--- src/rtl/clock_mode_controller.sv ---
// Mode sequencer for the hh:mm:ss counter chain: button conditioning, run/set FSM,
// tick gating, set-mode increment/auto-repeat strobes and the display blink flag.

module button_debounce #(
    parameter int DEBOUNCE_CYCLES = 16
) (
    input  logic clk,
    input  logic rst,
    input  logic btn_n,
    output logic level,
    output logic level_next
);
    localparam int CW = $clog2(DEBOUNCE_CYCLES);

    logic          sync1;
    logic          sync2;
    logic [CW-1:0] count;
    logic          settle;

    // level_next is exposed so the controller reacts on the same edge the level moves
    always_comb begin
        settle     = (sync2 != level) && (count == CW'(DEBOUNCE_CYCLES - 1));
        level_next = settle ? sync2 : level;
    end

    always_ff @(posedge clk) begin
        if (rst) begin
            sync1 <= 1'b1;
            sync2 <= 1'b1;
            level <= 1'b1;
            count <= '0;
        end else begin
            sync1 <= btn_n;
            sync2 <= sync1;
            level <= level_next;
            if (sync2 == level || settle)
                count <= '0;
            else
                count <= count + CW'(1);
        end
    end
endmodule

module clock_mode_controller #(
    parameter int DEBOUNCE_CYCLES = 16,
    parameter int REPEAT_DELAY    = 64,
    parameter int REPEAT_RATE     = 16,
    parameter int BLINK_TICKS     = 1
) (
    input  logic       i_clk,
    input  logic       i_rst,
    input  logic       i_tick,
    input  logic       i_mode_btn_n,
    input  logic       i_inc_btn_n,
    output logic       o_sec_inc,
    output logic       o_sec_clr,
    output logic       o_min_inc,
    output logic       o_hr_inc,
    output logic [1:0] o_mode,
    output logic       o_blink
);
    localparam int RW = $clog2(REPEAT_DELAY + REPEAT_RATE);
    localparam int BW = (BLINK_TICKS > 1) ? $clog2(BLINK_TICKS) : 1;

    typedef enum logic [1:0] {
        RUN     = 2'b00,
        SET_HR  = 2'b01,
        SET_MIN = 2'b10,
        SET_SEC = 2'b11
    } mode_t;

    mode_t         state;
    mode_t         state_next;
    logic          mode_level, mode_level_next;
    logic          inc_level, inc_level_next;
    logic          mode_press, inc_press, inc_held, inc_fire;
    logic          setting;
    logic          armed;
    logic [RW-1:0] rep;
    logic [RW-1:0] rep_next;
    logic          rep_fire;
    logic [BW-1:0] blink_cnt;

    button_debounce #(.DEBOUNCE_CYCLES(DEBOUNCE_CYCLES)) mode_db (
        .clk(i_clk), .rst(i_rst), .btn_n(i_mode_btn_n),
        .level(mode_level), .level_next(mode_level_next)
    );

    button_debounce #(.DEBOUNCE_CYCLES(DEBOUNCE_CYCLES)) inc_db (
        .clk(i_clk), .rst(i_rst), .btn_n(i_inc_btn_n),
        .level(inc_level), .level_next(inc_level_next)
    );

    // Repeat only runs for a press that started in the current set state
    always_comb begin
        mode_press = mode_level && !mode_level_next;
        inc_press  = inc_level && !inc_level_next;
        inc_held   = !inc_level_next;
        inc_fire   = inc_press && !mode_press;
        setting    = (state == SET_HR) || (state == SET_MIN);
        state_next = state;
        if (mode_press) begin
            case (state)
                RUN:     state_next = SET_HR;
                SET_HR:  state_next = SET_MIN;
                SET_MIN: state_next = SET_SEC;
                default: state_next = RUN;
            endcase
        end
        rep_next = '0;
        rep_fire = 1'b0;
        if (!mode_press && armed && inc_held && !inc_press && setting) begin
            if (rep == RW'(REPEAT_DELAY + REPEAT_RATE - 1)) begin
                rep_next = RW'(REPEAT_DELAY);
                rep_fire = 1'b1;
            end else begin
                rep_next = rep + RW'(1);
                rep_fire = (rep_next == RW'(REPEAT_DELAY));
            end
        end
    end

    always_ff @(posedge i_clk) begin
        if (i_rst) begin
            state     <= RUN;
            armed     <= 1'b0;
            rep       <= '0;
            blink_cnt <= '0;
            o_blink   <= 1'b0;
            o_sec_inc <= 1'b0;
            o_sec_clr <= 1'b0;
            o_min_inc <= 1'b0;
            o_hr_inc  <= 1'b0;
        end else begin
            state     <= state_next;
            rep       <= rep_next;
            o_sec_inc <= i_tick && (state_next == RUN);
            o_sec_clr <= inc_fire && (state == SET_SEC);
            o_hr_inc  <= (inc_fire || rep_fire) && (state == SET_HR);
            o_min_inc <= (inc_fire || rep_fire) && (state == SET_MIN);

            if (mode_press || !inc_held)
                armed <= 1'b0;
            else if (inc_press && setting)
                armed <= 1'b1;

            if (state_next == RUN) begin
                o_blink   <= 1'b0;
                blink_cnt <= '0;
            end else if (mode_press) begin
                o_blink   <= 1'b1;
                blink_cnt <= '0;
            end else if (i_tick) begin
                if (blink_cnt == BW'(BLINK_TICKS - 1)) begin
                    o_blink   <= ~o_blink;
                    blink_cnt <= '0;
                end else begin
                    blink_cnt <= blink_cnt + BW'(1);
                end
            end
        end
    end

    assign o_mode = state;
endmodule

--- config.mk ---
export PLATFORM = sky130hd
export DESIGN_NAME = clock_mode_controller
export DESIGN_NICKNAME = d
export VERILOG_FILES = /design/src/rtl/clock_mode_controller.sv
export SDC_FILE = /design/constraint.sdc
export NUM_CORES = 1
export LEC_CHECK = 0
export CORE_ASPECT_RATIO = 2
export CORE_UTILIZATION = 45
export CTS_CLUSTER_SIZE = 24
export DETAILED_ROUTE_END_ITERATION = 8
export GPL_ROUTABILITY_DRIVEN = 0
export PLACE_DENSITY = 0.68
export SLEW_MARGIN = 20
export SYNTH_ARGS = -nofsm -noshare
export SYNTH_HDL_FRONTEND = slang
export SYNTH_HIERARCHICAL = 1
export SYNTH_SLANG_ARGS = --single-unit
--- constraint.sdc ---
create_clock -name i_clk -period 2.31 [get_ports i_clk]
set_input_delay 0.462 -clock i_clk [delete_from_list [all_inputs] [get_ports i_clk]]
set_output_delay 0.462 -clock i_clk [all_outputs]
set_load 0.01 [all_outputs]
### Word level (Yosys, flattened, before mapping)

Index checks and enable logic that the tools add are counted.

| cells by class | value |
|---|---|
| $add $sub $neg | 4 |
| eq/ne operators | 12 |
| mux-type cells | 11 |
| bitwise gates (word level) | 2 |
| reduce and logical (&&, ||, !) cells | 34 |

Operator list:

| operator | count |
|---|---|
| 7-bit equality test, second input constant | 2 |
| 1-bit logical AND | 14 |
| 2-bit OR reduction | 5 |
| 4-bit by 1-bit adder with 4-bit output, second input constant | 2 |
| 4-bit equality test, second input constant | 2 |
| 1-bit two-way mux | 8 |
| 7-bit by 1-bit adder with 7-bit output, second input constant | 1 |
| 7-bit two-way mux | 1 |
| 2-bit one-hot mux with 3 select lines | 1 |
| 3-bit OR reduction | 2 |
| 1-bit logical OR | 5 |
| 2-bit equality test, second input constant | 2 |
| 1-bit zero test | 4 |
| 2-bit zero test | 2 |
| 1-bit equality test | 2 |
| 2-bit by 1-bit equality test with 1-bit output, second input constant | 1 |
| 2-bit two-way mux | 1 |
| 1-bit inequality test | 2 |
| 2-bit inequality test, second input constant | 1 |
| 1-bit NOT | 2 |
| 2-bit AND reduction | 1 |
| 2-bit nonzero test | 1 |
| 1-bit adder, second input constant | 1 |

| storage, ports and cells | value |
|---|---|
| register bits | 30 |
| input bits | 5 |
| logic and storage cells | 81 |

### Logic depth before layout (Yosys ltp)

| depth | value |
|---|---|
| depth after elaboration | 13 |
| mapped depth | 9 |
| depth with buffers taken out | 7 |

### Cells and area by module

The synthesis kept the hierarchy.

By module, submodules not included:

| module | times used | cells each | area an instance (µm²) | sequential area each (µm²) |
|---|---|---|---|---|
| clock_mode_controller | 1 | 82 | 721.9 | 300.3 |
| button_debounce | 2 | 23 | 259.0 | 140.1 |

### Worst setup path before layout

Ideal clock, no wire load.

| timing path | value |
|---|---|
| path type | reg2reg |
| start point | reg inc_db.count[0] |
| end point | reg rep[5] |
| library setup time | 0.066 ns |
| data arrival time | 2.108 ns |
| slack | 0.136 ns |
| cell stages (with the launch flop) | 8 |
| period minus slack after synthesis | 2.174 ns |
| path through | dfxtp_1 -> ha_1 -> and3_4 -> mux2_4 -> or3_4 -> or4_1 -> buf_2 -> a21oi_2 |

| between the ends | value |
|---|---|
| cells in the longest elaborated chain, start to end | 10 |
| elaborated cells on any way between the ends | 11 |
| classes of those cells | 1 x eq/ne; 1 x mux; 1 x bitwise; 8 x reduce/logical |

Ends and longest elaborated chain:

| what | RTL line | text |
|---|---|---|
| from (decl) | 17 | `logic [CW-1:0] count;` |
| from (signal assigned) | 39 | `count <= count + CW'(1);` |
| 4-bit equality test * | 22 | `settle = (sync2 != level) && (count == CW'(DEBOUNCE_CYCLES - 1));` |
| 1-bit logical AND * | 22 |  |
| 1-bit two-way mux * | 23 | `level_next = settle ? sync2 : level;` |
| net inc_level_next | 75 | `logic inc_level, inc_level_next;` |
| 1-bit zero test * | 97, 98 |  |
| 1-bit logical AND | 97 | `inc_press = inc_level && !inc_level_next;` |
| 1-bit zero test | 112 | `if (!mode_press && armed && inc_held && !inc_press && setting) begin` |
| 1-bit logical AND * (2 in a row) | 112 |  |
| 1-bit NOT (no source line) * | n/a |  |
| 3-bit OR reduction (no source line) * | n/a |  |
| to (signal assigned) | 136 | `rep <= rep_next;` |
| to (decl) | 79 | `logic [RW-1:0] rep;` |

The timed path passes the listed nets; every way through them passes the cells marked *.
A chain may end at the register's enable or synchronous reset.

### Worst setup path after layout

| timing path | value |
|---|---|
| start point | reg inc_db.count[0] |
| end point | reg o_hr_inc |

| between the ends | value |
|---|---|
| cells in the longest elaborated chain, start to end | 11 |
| elaborated cells on any way between the ends | 13 |
| classes of those cells | 1 x eq/ne; 2 x mux; 10 x reduce/logical |

Ends and longest elaborated chain:

| what | RTL line | text |
|---|---|---|
| 4-bit equality test * | 22 |  |
| 1-bit logical AND * | 22 |  |
| 1-bit two-way mux * | 23 |  |
| net inc_level_next | 75 |  |
| 1-bit zero test * | 97, 98 |  |
| 1-bit logical AND | 97 |  |
| 1-bit zero test | 112 |  |
| 1-bit logical AND (2 in a row) | 112 |  |
| 1-bit two-way mux | 112 |  |
| 1-bit logical OR * | 139 | `o_hr_inc <= (inc_fire \|\| rep_fire) && (state == SET_HR);` |
| 1-bit logical AND * | 139 |  |
| to (signal assigned) | 139 |  |
| to (decl) | 58 | `output logic o_hr_inc,` |

Marked as above.

==> impl_metrics.py <==
metrics = {
    "die": {
        "io_pins": 12,
        "core-area_um2": 2570,
        "die_h_um": 76.2,
        "rows": 26,
        "chipWidth_um": 39.1,
        "initial_core_util_pct": 48.2,
        "die-area_um2": 2980,
    },
    "cts": {
        "postCtsHoldBufs": 0,
        "clockBufferDepth": 2,
        "numCtsBuffers": 5,
        "cts-root-buf": "clkbuf_8",
        "cts_tree": "built",
        "clock_latency_ps": 270,
        "cts-htree-levels": 2,
        "clk_pin_slew_ps": 60,
        "cts_num_sinks": 29,
    },
    "timing": {
        "fin_crit_sh_pct": 95.3,
        "max_freq_mhz": 454,
        "setup_slack_ps": 108,
        "finalHoldViolCount": 0,
        "finalSetupViolCount": 0,
        "drv_slew": 0,
        "worst_slew_margin_rel_pct": 74.4,
        "worstMarginPinSlew_ps": 381,
        "holdWs_ps": 409,
        "rsz0062_at_grt": "no",
        "skew_ps": 4.92,
        "finalCriticalPeriod_ps": 2200,
    },
    "routing": {
        "antenna_left": 0,
        "wl_per_cell_um": 12.5,
        "routed_wl_mm": 2.19,
        "drc": 0,
        "drt_first_iter_violations": 17,
        "vias_per_cell": 5.18,
        "drtPass1Iterations": 4,
        "vias": 906,
    },
    "outcome": {
        "status": "completed",
    },
    "hold_path": {
        "min-delay-start": "inc_db/sync1$_SDFF_PP1_",
        "hold_end": "inc_db/sync2$_SDFF_PP1_",
        "holdPathStages": 1,
        "hp-class": "flop to flop",
    },
    "cells_and_area": {
        "nets": 159,
        "n_antenna_cell": 0,
        "final_cell_area_um2": 1480,
        "instances_no_fill": 175,
        "n_fill_cell": 228,
        "syn_to_final_growth_pct": 19.2,
        "drive_above_1_share_pct": 16.3,
    },
    "yosys": {
        "synth_area_per_cell_um2": 9.69,
        "synth_top_area_cell": "dfxtp_1",
        "ys_async_sr_fraction_pct": 0,
        "seq_area_frac_synth_pct": 46.8,
        "synth_edf_count": 0,
        "yosysWarnings": 6,
        "synth_area_leaders": "dfxtp_1, ha_1, nor2_1",
        "synth_cells": 128,
        "netlist.area_leader.share_pct": 46.8,
        "synth_cell_types": 31,
        "synth_ff_type": "dfxtp_1",
        "syn_nets": 141,
        "yosysMostFrequentCell": "dfxtp_1",
        "yosys-top-cells-count": "dfxtp_1, nor2_1, ha_1, inv_1, nand3_1",
        "syn_area_um2": 1240,
        "synth.ff_latch_count": 29,
    },
    "placed_design": {
        "placed_area_um2": 1390,
        "placed_cells": 167,
        "dp_slack_ps": -38.1,
        "portBuffers": 11,
        "dp_hpwl_mm": 1.73,
    },
    "global_routing": {
        "grt_pass1_vias": 932,
        "grt_pass1_wl_mm": 3.71,
        "antenna_found_initial": 0,
        "grt_overflow": 0,
        "grt_usage_pct": 18.1,
        "grt_start_max_net_pins": 14,
    },
    "pwr": {
        "p_per_area_nw_per_um2": 619,
        "p_leak_nw": 0.578,
        "irDropWorstVdd_mv": 0.445,
        "power_mw": 0.915,
    },
    "flow_run": {
        "maxCapViolCount": 0,
    },
    "worst_setup_path": {
        "rrSetupSlack_ps": 110,
        "start_kind": "flop",
        "r2r-end": "o_hr_inc$_SDFF_PP0_",
        "cp_data_required_time_ps": 2490,
        "r2r_start": "inc_db/count[0]$_SDFF_PP0_",
        "path_class": "flop to flop",
        "reg2regPathDepth": 6,
        "end_kind": "flop",
        "cp-startpoint": "inc_db/count[0]$_SDFF_PP0_",
        "path_max_fanout": 4,
        "arrival_ps": 2380,
    },
}
how the worst max path moves through the flow:
stage | cells after the start | slack (ps) | end
floorplan | 7 | 140 | rep[5]$_SDFF_PP0_
global placement | 6 | 60 | rep[5]$_SDFF_PP0_
detailed placement | 6 | -40 | rep[1]$_SDFF_PP0_
CTS | 6 | 50 | o_hr_inc$_SDFF_PP0_
global route | 6 | 30 | rep[4]$_SDFF_PP0_
finish | 6 | 110 | o_hr_inc$_SDFF_PP0_
layer usage:
layer	vias to the layer above	global-route usage [%]	routed length (µm)
met2	15	33.3	1260
met4	0	12.1	97
met3	8	7.29	74
li1	465	-	-
met5	-	0	0
met1	418	12.7	763
area by class of cell:
| cell class | count | area [µm²] | area share (%) |
|---|---|---|---|
| multi-input combinational | 89 | 626 | 42.3 |
| sequential | 29 | 582 | 39.4 |
| timing repair buffer | 13 | 125 | 8.47 |
| clock buffer | 8 | 80.1 | 5.42 |
| tap | 28 | 35.0 | 2.37 |
| inverter | 8 | 30.0 | 2.03 |
layout by cell type, fill, tap and decap left out:
| cell type | n |
|---|---|
| and3_4 | 2 |
| or2_2 | 4 |
| a21oi_1 | 1 |
| nand3_1 | 7 |
| xor2_1 | 5 |
| mux2_4 | 2 |
| a31oi_1 | 2 |
| or4_4 | 1 |
| clkbuf_8 | 5 |
| dfxtp_2 | 1 |
| ha_2 | 1 |
| a2111o_1 | 1 |
| and3_1 | 1 |
| nand3_2 | 1 |
| or3_4 | 3 |
| or3_1 | 3 |
| dfxtp_1 | 28 |
| a21oi_2 | 1 |
| ha_1 | 7 |
| buf_4 | 2 |
| inv_1 | 8 |
| and3b_1 | 1 |
| nor2_1 | 20 |
| mux2i_1 | 1 |
| nor2b_1 | 1 |
| or2_1 | 2 |
| o31ai_1 | 3 |
| o32ai_1 | 1 |
| or3b_2 | 1 |
| clkdlybuf4s50_1 | 11 |
| xnor2_1 | 5 |
| clkbuf_1 | 3 |
| o21ai_0 | 3 |
| nor3_1 | 3 |
| nand2_1 | 6 |
flip-flops by register name (all words and copies together) (netlist names):
signal         flops
inc_db/level       1
armed              1
inc_db/sync1       1
o_sec_clr          1
o_blink            1
o_mode             2
mode_db/count      4
o_min_inc          1
o_sec_inc          1
o_hr_inc           1
inc_db/sync2       1
rep                7
mode_db/sync1      1
inc_db/count       4
mode_db/level      1
mode_db/sync2      1
critical path: stages, from the launching register on:
cell,delay [ps]
dfxtp_2,340
ha_2,190
and3_4,200
mux2_4,310
or3_4,400
a2111o_1,420
o31ai_1,260
power by group:
part / total [mW] / internal [mW] / switching, mW
Combinational: 0.0227 / 0.0143 / 0.00842
Clock: 0.384 / 0.213 / 0.171
Sequential: 0.508 / 0.506 / 0.00231
Total: 0.915 / 0.733 / 0.182
through the flow:
step                      setup TNS (ps)  utilization, %
after detailed placement            -126            54.1
final                                  0            57.5
after floorplan                        0               -
after global placement                 0            54.1
after global routing                   0            57.5
after CTS                              0            57.4
logic make-up after synthesis:
family                     synth area share (%)
DFF                                        46.8
adders and majority gates                  8.07
buffers and inverters                      3.23
xor gates and xnor gates                   7.06
muxes                                      3.23
AOI/OAI and AO/OA                          6.76
and+or+nand+nor                            24.8
timing repair:
action / 4_1_cts / 5_1_grt
setup buffers: 0 / 0
gates resized for setup: 1 / 2
endpoints found under the setup margin: 6 / 5
(Power assumes the default switching activity.)
